--- src/rtl/fp_sub.sv ---
// -----------------------------------------------------------------------------
// fp_sub : multi-cycle IEEE-754 single-precision subtractor, diff = a - b.
//
// The subtrahend's sign is inverted and the operation is carried out as a
// signed-magnitude add. Alignment and normalisation shift one bit per cycle.
// Denormal inputs flush to zero, results truncate toward zero.
//
// Ports
//   clk    in   1   rising-edge clock
//   reset  in   1   synchronous active-high reset
//   start  in   1   request, sampled only while idle
//   a      in  32   minuend
//   b      in  32   subtrahend
//   diff   out 32   result, held until the next completion or reset
//   done   out  1   one-cycle pulse, diff valid
//   busy   out  1   high from start accept until the done edge
// -----------------------------------------------------------------------------
module fp_sub #(
  parameter int unsigned ALIGN_MAX = 25,
  parameter logic [31:0] QNAN      = 32'h7FC00000
) (
  input  logic        clk,
  input  logic        reset,
  input  logic        start,
  input  logic [31:0] a,
  input  logic [31:0] b,
  output logic [31:0] diff,
  output logic        done,
  output logic        busy
);

  typedef enum logic [2:0] {
    S_IDLE  = 3'd0,
    S_CHECK = 3'd1,
    S_ALIGN = 3'd2,
    S_EXEC  = 3'd3,
    S_NORM  = 3'd4,
    S_PACK  = 3'd5
  } state_t;

  localparam logic [4:0] ALIGN_CAP = ALIGN_MAX[4:0];
  localparam logic [7:0] ALIGN_LIM = ALIGN_MAX[7:0];

  state_t      state_q, state_d;
  logic [31:0] a_q, a_d;
  logic [31:0] b_q, b_d;
  logic [31:0] diff_q, diff_d;
  logic        done_q, done_d;
  logic        busy_q, busy_d;
  logic        spec_q, spec_d;
  logic [31:0] spec_val_q, spec_val_d;
  logic [7:0]  exp_q, exp_d;
  logic [23:0] mant_l_q, mant_l_d;   // operand with the larger exponent
  logic [23:0] mant_s_q, mant_s_d;   // operand being aligned
  logic        sign_l_q, sign_l_d;
  logic        sign_s_q, sign_s_d;
  logic [4:0]  cnt_q, cnt_d;
  logic [24:0] res_mant_q, res_mant_d;
  logic        res_sign_q, res_sign_d;
  logic        zero_q, zero_d;

  // Operand decode of the captured inputs (b carries the inverted sign).
  logic [7:0]  exp_a_s, exp_b_s, exp_diff_s;
  logic        sign_a_s, sign_b_s;
  logic        a_nan_s, b_nan_s, a_inf_s, b_inf_s, a_zero_s, b_zero_s;
  logic        a_big_s;
  logic [4:0]  align_cnt_s;
  logic        special_s;
  logic [31:0] special_val_s;
  logic [24:0] sum_s;
  logic        exec_sign_s, exec_zero_s;

  assign exp_a_s  = a_q[30:23];
  assign exp_b_s  = b_q[30:23];
  assign sign_a_s = a_q[31];
  assign sign_b_s = ~b_q[31];
  assign a_nan_s  = (exp_a_s == 8'hFF) && (a_q[22:0] != 23'd0);
  assign b_nan_s  = (exp_b_s == 8'hFF) && (b_q[22:0] != 23'd0);
  assign a_inf_s  = (exp_a_s == 8'hFF) && (a_q[22:0] == 23'd0);
  assign b_inf_s  = (exp_b_s == 8'hFF) && (b_q[22:0] == 23'd0);
  assign a_zero_s = (exp_a_s == 8'd0);
  assign b_zero_s = (exp_b_s == 8'd0);
  assign a_big_s  = (exp_a_s >= exp_b_s);
  assign exp_diff_s  = a_big_s ? (exp_a_s - exp_b_s) : (exp_b_s - exp_a_s);
  assign align_cnt_s = (exp_diff_s >= ALIGN_LIM) ? ALIGN_CAP : exp_diff_s[4:0];

  // Special-case resolution in priority order; a raw inf-inf with equal
  // stored signs is the invalid case (the subtract turns it into inf + -inf).
  always_comb begin
    special_s     = 1'b1;
    special_val_s = QNAN;
    if (a_nan_s || b_nan_s) begin
      special_val_s = QNAN;
    end else if (a_inf_s && b_inf_s && (a_q[31] == b_q[31])) begin
      special_val_s = QNAN;
    end else if (a_inf_s) begin
      special_val_s = a_q;
    end else if (b_inf_s) begin
      special_val_s = {~b_q[31], b_q[30:0]};
    end else if (a_zero_s) begin
      special_val_s = {~b_q[31], b_q[30:0]};
    end else if (b_zero_s) begin
      special_val_s = a_q;
    end else begin
      special_s     = 1'b0;
      special_val_s = QNAN;
    end
  end

  // Signed-magnitude add of the aligned mantissas.
  always_comb begin
    sum_s       = 25'd0;
    exec_sign_s = sign_l_q;
    exec_zero_s = 1'b0;
    if (sign_l_q == sign_s_q) begin
      sum_s       = {1'b0, mant_l_q} + {1'b0, mant_s_q};
      exec_sign_s = sign_l_q;
    end else if (mant_l_q > mant_s_q) begin
      sum_s       = {1'b0, mant_l_q} - {1'b0, mant_s_q};
      exec_sign_s = sign_l_q;
    end else if (mant_s_q > mant_l_q) begin
      sum_s       = {1'b0, mant_s_q} - {1'b0, mant_l_q};
      exec_sign_s = sign_s_q;
    end else begin
      sum_s       = 25'd0;
      exec_sign_s = 1'b0;
      exec_zero_s = 1'b1;
    end
  end

  // State register.
  always_ff @(posedge clk) begin
    if (reset) begin
      state_q <= S_IDLE;
    end else begin
      state_q <= state_d;
    end
  end

  // Next-state logic.
  always_comb begin
    state_d = state_q;
    case (state_q)
      S_IDLE: begin
        if (start) state_d = S_CHECK;
        else       state_d = S_IDLE;
      end
      S_CHECK: begin
        if (special_s)                 state_d = S_PACK;
        else if (exp_diff_s == 8'd0)   state_d = S_EXEC;
        else                           state_d = S_ALIGN;
      end
      S_ALIGN: begin
        if (cnt_q == 5'd1) state_d = S_EXEC;
        else               state_d = S_ALIGN;
      end
      S_EXEC: begin
        if (exec_zero_s)                    state_d = S_PACK;
        else if (sum_s[24] || !sum_s[23])   state_d = S_NORM;
        else                                state_d = S_PACK;
      end
      S_NORM: begin
        // After a carry shift or an underflow the result is final; otherwise
        // stop once the bit about to land in position 23 is a one.
        if (res_mant_q[24])           state_d = S_PACK;
        else if (exp_q == 8'd1)       state_d = S_PACK;
        else if (res_mant_q[22])      state_d = S_PACK;
        else                          state_d = S_NORM;
      end
      S_PACK:  state_d = S_IDLE;
      default: state_d = S_IDLE;
    endcase
  end

  // Datapath and output next values per state.
  always_comb begin
    a_d        = a_q;
    b_d        = b_q;
    diff_d     = diff_q;
    done_d     = 1'b0;
    busy_d     = busy_q;
    spec_d     = spec_q;
    spec_val_d = spec_val_q;
    exp_d      = exp_q;
    mant_l_d   = mant_l_q;
    mant_s_d   = mant_s_q;
    sign_l_d   = sign_l_q;
    sign_s_d   = sign_s_q;
    cnt_d      = cnt_q;
    res_mant_d = res_mant_q;
    res_sign_d = res_sign_q;
    zero_d     = zero_q;
    case (state_q)
      S_IDLE: begin
        if (start) begin
          a_d    = a;
          b_d    = b;
          busy_d = 1'b1;
        end else begin
          busy_d = 1'b0;
        end
      end
      S_CHECK: begin
        spec_d     = special_s;
        spec_val_d = special_val_s;
        zero_d     = 1'b0;
        cnt_d      = align_cnt_s;
        if (a_big_s) begin
          exp_d    = exp_a_s;
          mant_l_d = {1'b1, a_q[22:0]};
          sign_l_d = sign_a_s;
          mant_s_d = {1'b1, b_q[22:0]};
          sign_s_d = sign_b_s;
        end else begin
          exp_d    = exp_b_s;
          mant_l_d = {1'b1, b_q[22:0]};
          sign_l_d = sign_b_s;
          mant_s_d = {1'b1, a_q[22:0]};
          sign_s_d = sign_a_s;
        end
      end
      S_ALIGN: begin
        mant_s_d = mant_s_q >> 1;
        cnt_d    = cnt_q - 5'd1;
      end
      S_EXEC: begin
        res_mant_d = sum_s;
        res_sign_d = exec_sign_s;
        zero_d     = exec_zero_s;
      end
      S_NORM: begin
        if (res_mant_q[24]) begin
          res_mant_d = res_mant_q >> 1;
          exp_d      = exp_q + 8'd1;
        end else if (exp_q == 8'd1) begin
          zero_d = 1'b1;
          exp_d  = 8'd0;
        end else begin
          res_mant_d = res_mant_q << 1;
          exp_d      = exp_q - 8'd1;
        end
      end
      S_PACK: begin
        done_d = 1'b1;
        busy_d = 1'b0;
        if (spec_q) begin
          diff_d = spec_val_q;
        end else if (zero_q || !res_mant_q[23]) begin
          diff_d = 32'h00000000;
        end else if (exp_q == 8'hFF) begin
          diff_d = {res_sign_q, 8'hFF, 23'd0};
        end else begin
          diff_d = {res_sign_q, exp_q, res_mant_q[22:0]};
        end
      end
      default: begin
        busy_d = 1'b0;
      end
    endcase
  end

  // Datapath and output registers.
  always_ff @(posedge clk) begin
    if (reset) begin
      a_q        <= 32'd0;
      b_q        <= 32'd0;
      diff_q     <= 32'd0;
      done_q     <= 1'b0;
      busy_q     <= 1'b0;
      spec_q     <= 1'b0;
      spec_val_q <= 32'd0;
      exp_q      <= 8'd0;
      mant_l_q   <= 24'd0;
      mant_s_q   <= 24'd0;
      sign_l_q   <= 1'b0;
      sign_s_q   <= 1'b0;
      cnt_q      <= 5'd0;
      res_mant_q <= 25'd0;
      res_sign_q <= 1'b0;
      zero_q     <= 1'b0;
    end else begin
      a_q        <= a_d;
      b_q        <= b_d;
      diff_q     <= diff_d;
      done_q     <= done_d;
      busy_q     <= busy_d;
      spec_q     <= spec_d;
      spec_val_q <= spec_val_d;
      exp_q      <= exp_d;
      mant_l_q   <= mant_l_d;
      mant_s_q   <= mant_s_d;
      sign_l_q   <= sign_l_d;
      sign_s_q   <= sign_s_d;
      cnt_q      <= cnt_d;
      res_mant_q <= res_mant_d;
      res_sign_q <= res_sign_d;
      zero_q     <= zero_d;
    end
  end

  assign diff = diff_q;
  assign done = done_q;
  assign busy = busy_q;

endmodule

--- config.mk ---
export PLATFORM = sky130hd
export DESIGN_NAME = fp_sub
export DESIGN_NICKNAME = d
export VERILOG_FILES = /design/src/rtl/fp_sub.sv
export SDC_FILE = /design/constraint.sdc
export NUM_CORES = 1
export LEC_CHECK = 0
export ABC_AREA = 1
export CAP_MARGIN = 20
export CELL_PAD_IN_SITES_DETAIL_PLACEMENT = 1
export CELL_PAD_IN_SITES_GLOBAL_PLACEMENT = 1
export CORE_ASPECT_RATIO = 2
export CORE_MARGIN = 2
export CORE_UTILIZATION = 43
export DETAILED_ROUTE_END_ITERATION = 7
export GPL_ROUTABILITY_DRIVEN = 0
export PLACE_DENSITY_LB_ADDON = 0.1
export SYNTH_ARGS = -nofsm -noshare
export SYNTH_HDL_FRONTEND = slang
export SYNTH_SLANG_ARGS = --single-unit
--- constraint.sdc ---
create_clock -name clk -period 3.15 [get_ports clk]
set_input_delay 0.63 -clock clk [delete_from_list [all_inputs] [get_ports clk]]
set_output_delay 0.63 -clock clk [all_outputs]
set_load 0.005 [all_outputs]
==> impl_metrics.json <==
{
  "dp_cells": 3000,
  "ys_async_sr_fraction_pct": 0,
  "yosysWarnings": 0,
  "die_area_sq_um": 39400,
  "r2r_slack_ps": -9,
  "syn_avg_cell_area_sq_um": 6.48,
  "start_util_pct": 43.6,
  "synth_edf_count": 0,
  "routed_wl_um": 79700,
  "whs_ps": 465,
  "cp.arrival_ps": 3580,
  "drc": 0,
  "cts_num_sinks": 224,
  "slowest_delay_ps": 930,
  "critPathBufInv": 1,
  "ios": 101,
  "post_route_cells_drive_above_1_share_pct": 9.29,
  "crit_path_frequent_cell": "nand2_1",
  "antenna_found_initial": 8,
  "io_buffers": 100,
  "grt_max_degree": 134,
  "dp_hpwl_um": 59300,
  "multi_input_area_sq_um": 10100,
  "critPathTopFamily": "compound AO/OA/AOI/OAI gates",
  "dp_slack_ps": -16.2,
  "synth_top_cell_area_share_pct": 27.7,
  "fmax_mhz": 317,
  "clk_pin_slew_ps": 70,
  "coreArea_sq_um": 37200,
  "hold_violations": 0,
  "grt_pass1_vias": 19200,
  "die_width_um": 141,
  "vias_per_cell": 6.13,
  "synth-seq-cells": 224,
  "antenna_left": 0,
  "ctsRootBufferMaster": "clkbuf_16",
  "stdcell_area_sq_um": 18800,
  "maxSlewHeadroom_pct": 21.4,
  "maxSlewViolCount": 0,
  "drt_iter0_drc": 1373,
  "vias": 18700,
  "cts_max_level": 1,
  "placed_cell_area_sq_um": 17700,
  "ff_latch_area_sq_um": 4480,
  "dr.pass1.iters": 5,
  "yosys-top-cells-count": "nand2_1, a21oi_1, inv_1",
  "critPathKind": "reg -> reg",
  "critPathSlowestCell": "o21ai_0",
  "synth.most_common_cell": "nand2_1",
  "hold_class": "reg -> reg",
  "min_period_over_period_pct": 100,
  "status": "complete, but fails checks",
  "placementRows": 100,
  "syn2layout_area_growth_pct": 15.9,
  "fillers": 4946,
  "setup_ws_ps": -8.77,
  "synth_cell_types": 51,
  "grt_pass1_wl_um": 118000,
  "clock_latency_ps": 540,
  "track_usage_pct": 40.3,
  "synth_area_leaders": "dfxtp_1, nand2_1, a21oi_1",
  "min_period_ps": 3160,
  "syn_nets": 2665,
  "tightest_slew_ps": 1170,
  "synth_cells": 2501,
  "clockBufferDepth": 3,
  "overflow": 0,
  "fp.dieH_um": 279,
  "setup_violations": 1,
  "cts-buffers-inserted": 21,
  "fin_cells": 3047,
  "ctsHoldBuffers": 0,
  "cts_tree": "built",
  "start_kind": "register",
  "wl_per_cell_um": 26.2,
  "seq_area_frac_synth_pct": 27.7,
  "finClkSkew_ps": 24.1,
  "cp_cell_sequence": "inv_1 > ha_2 > a21oi_1 > o21ai_0 > a21oi_1 > nand3_1 > nand2_1 > nand3_1 > nand2_1 > nand2_1 > nand2_1 > nand2_1 > a21oi_2",
  "path_max_fanout": 8,
  "netlist_area_sq_um": 16200,
  "synth_flop_cell": "dfxtp_1",
  "endpoint_kind": "register",
  "crit_required_ps": 3570,
  "violations": "negative setup slack",
  "drv_cap": 0,
  "synth_top_area_cell": "dfxtp_1",
  "final_nets": 2734
}
[per-layer routing]
metal  routed length (um)  up-vias  track usage, %
li1                     -     8415               -
met1                25500     9027            37.2
met2                38300      801            68.7
met3                 5430      428            10.8
met4                10400        8            41.3
met5                   60        -               0
[worst register-to-register path, cell delays in order (launching register included)]
cell	delay, ps
dfxtp_1	390
inv_1	70
ha_2	500
a21oi_1	160
o21ai_0	930
a21oi_1	160
nand3_1	180
nand2_1	80
nand3_1	110
nand2_1	70
nand2_1	80
nand2_1	170
nand2_1	130
a21oi_2	50
[cells in the final DEF, fill, tap and decap left out, drive strengths merged, types with 24 or more instances in the layout]
master         instances
nand2                601
a21oi                336
inv                  328
o21ai                236
dfxtp                224
nor2                 143
nand3                120
clkdlybuf4s50         99
ha                    92
buf                   82
xor2                  45
nand4                 42
o211ai                37
o22ai                 37
a31oi                 33
clkbuf                32
a221oi                24
[sequential cells by signal, summed over array words and instances (netlist names), 3 cells and up]
signal / flops
a_q: 32
b_q: 32
cnt_q: 5
diff: 32
exp_q: 8
mant_l_q: 24
mant_s_q: 24
res_mant_q: 25
spec_val_q: 32
state_q: 3
[cell families (layout without fill, tap and decap cells)]
kind of cell / count (synthesis) / count (layout) / synth area share [%]
AOI/OAI and AO/OA: 728 / 728 / 24.8
buffers and inverters: 464 / 547 / 11.8
DFF: 224 / 224 / 27.7
xor gates and xnor gates: 51 / 51 / 2.80
other: 0 / 4 / 0
adders and majority gates: 97 / 97 / 7.71
and+or+nand+nor: 937 / 937 / 25.2
[stage by stage]
stage / setup TNS (ps) / util [%]
after floorplan: 0 / -
final: -8.77 / 50.6
after global placement: 0 / 47.8
after detailed placement: -16.2 / 47.8
after CTS: 0 / 49.7
after global routing: -42.5 / 50.6
[final cells by class]
class | instances | share of cell area, %
multi-input cells | 1813 | 53.7
well taps | 459 | 3.06
repair buffers | 183 | 8.83
clock buffers | 30 | 3.14
diodes | 4 | 0.0533
clock inverters | 7 | 0.759
inverters | 327 | 6.59
flip-flops and latches | 224 | 23.9
[final timing paths]
path                                      from        endpoint  depth (start not counted)
worst min register to register  spec_val_q[21]  spec_val_q[21]                          2
worst max register to register    mant_l_q[15]  res_mant_q[18]                         13
worst max-delay path              mant_l_q[15]  res_mant_q[18]                         13
worst min-delay path            spec_val_q[21]  spec_val_q[21]                          2
[timing repair]
item	4_1_cts	5_1_grt
resized for setup	1	52
cloned	0	0
hold endpoints to repair	0	0
setup buffers	0	4
pin swaps	0	4
endpoints found under the setup margin	1	23
Power is left out: the tool's default activity adds up to more than one toggle a clock period on the data nets, which glitch-free logic cannot reach.
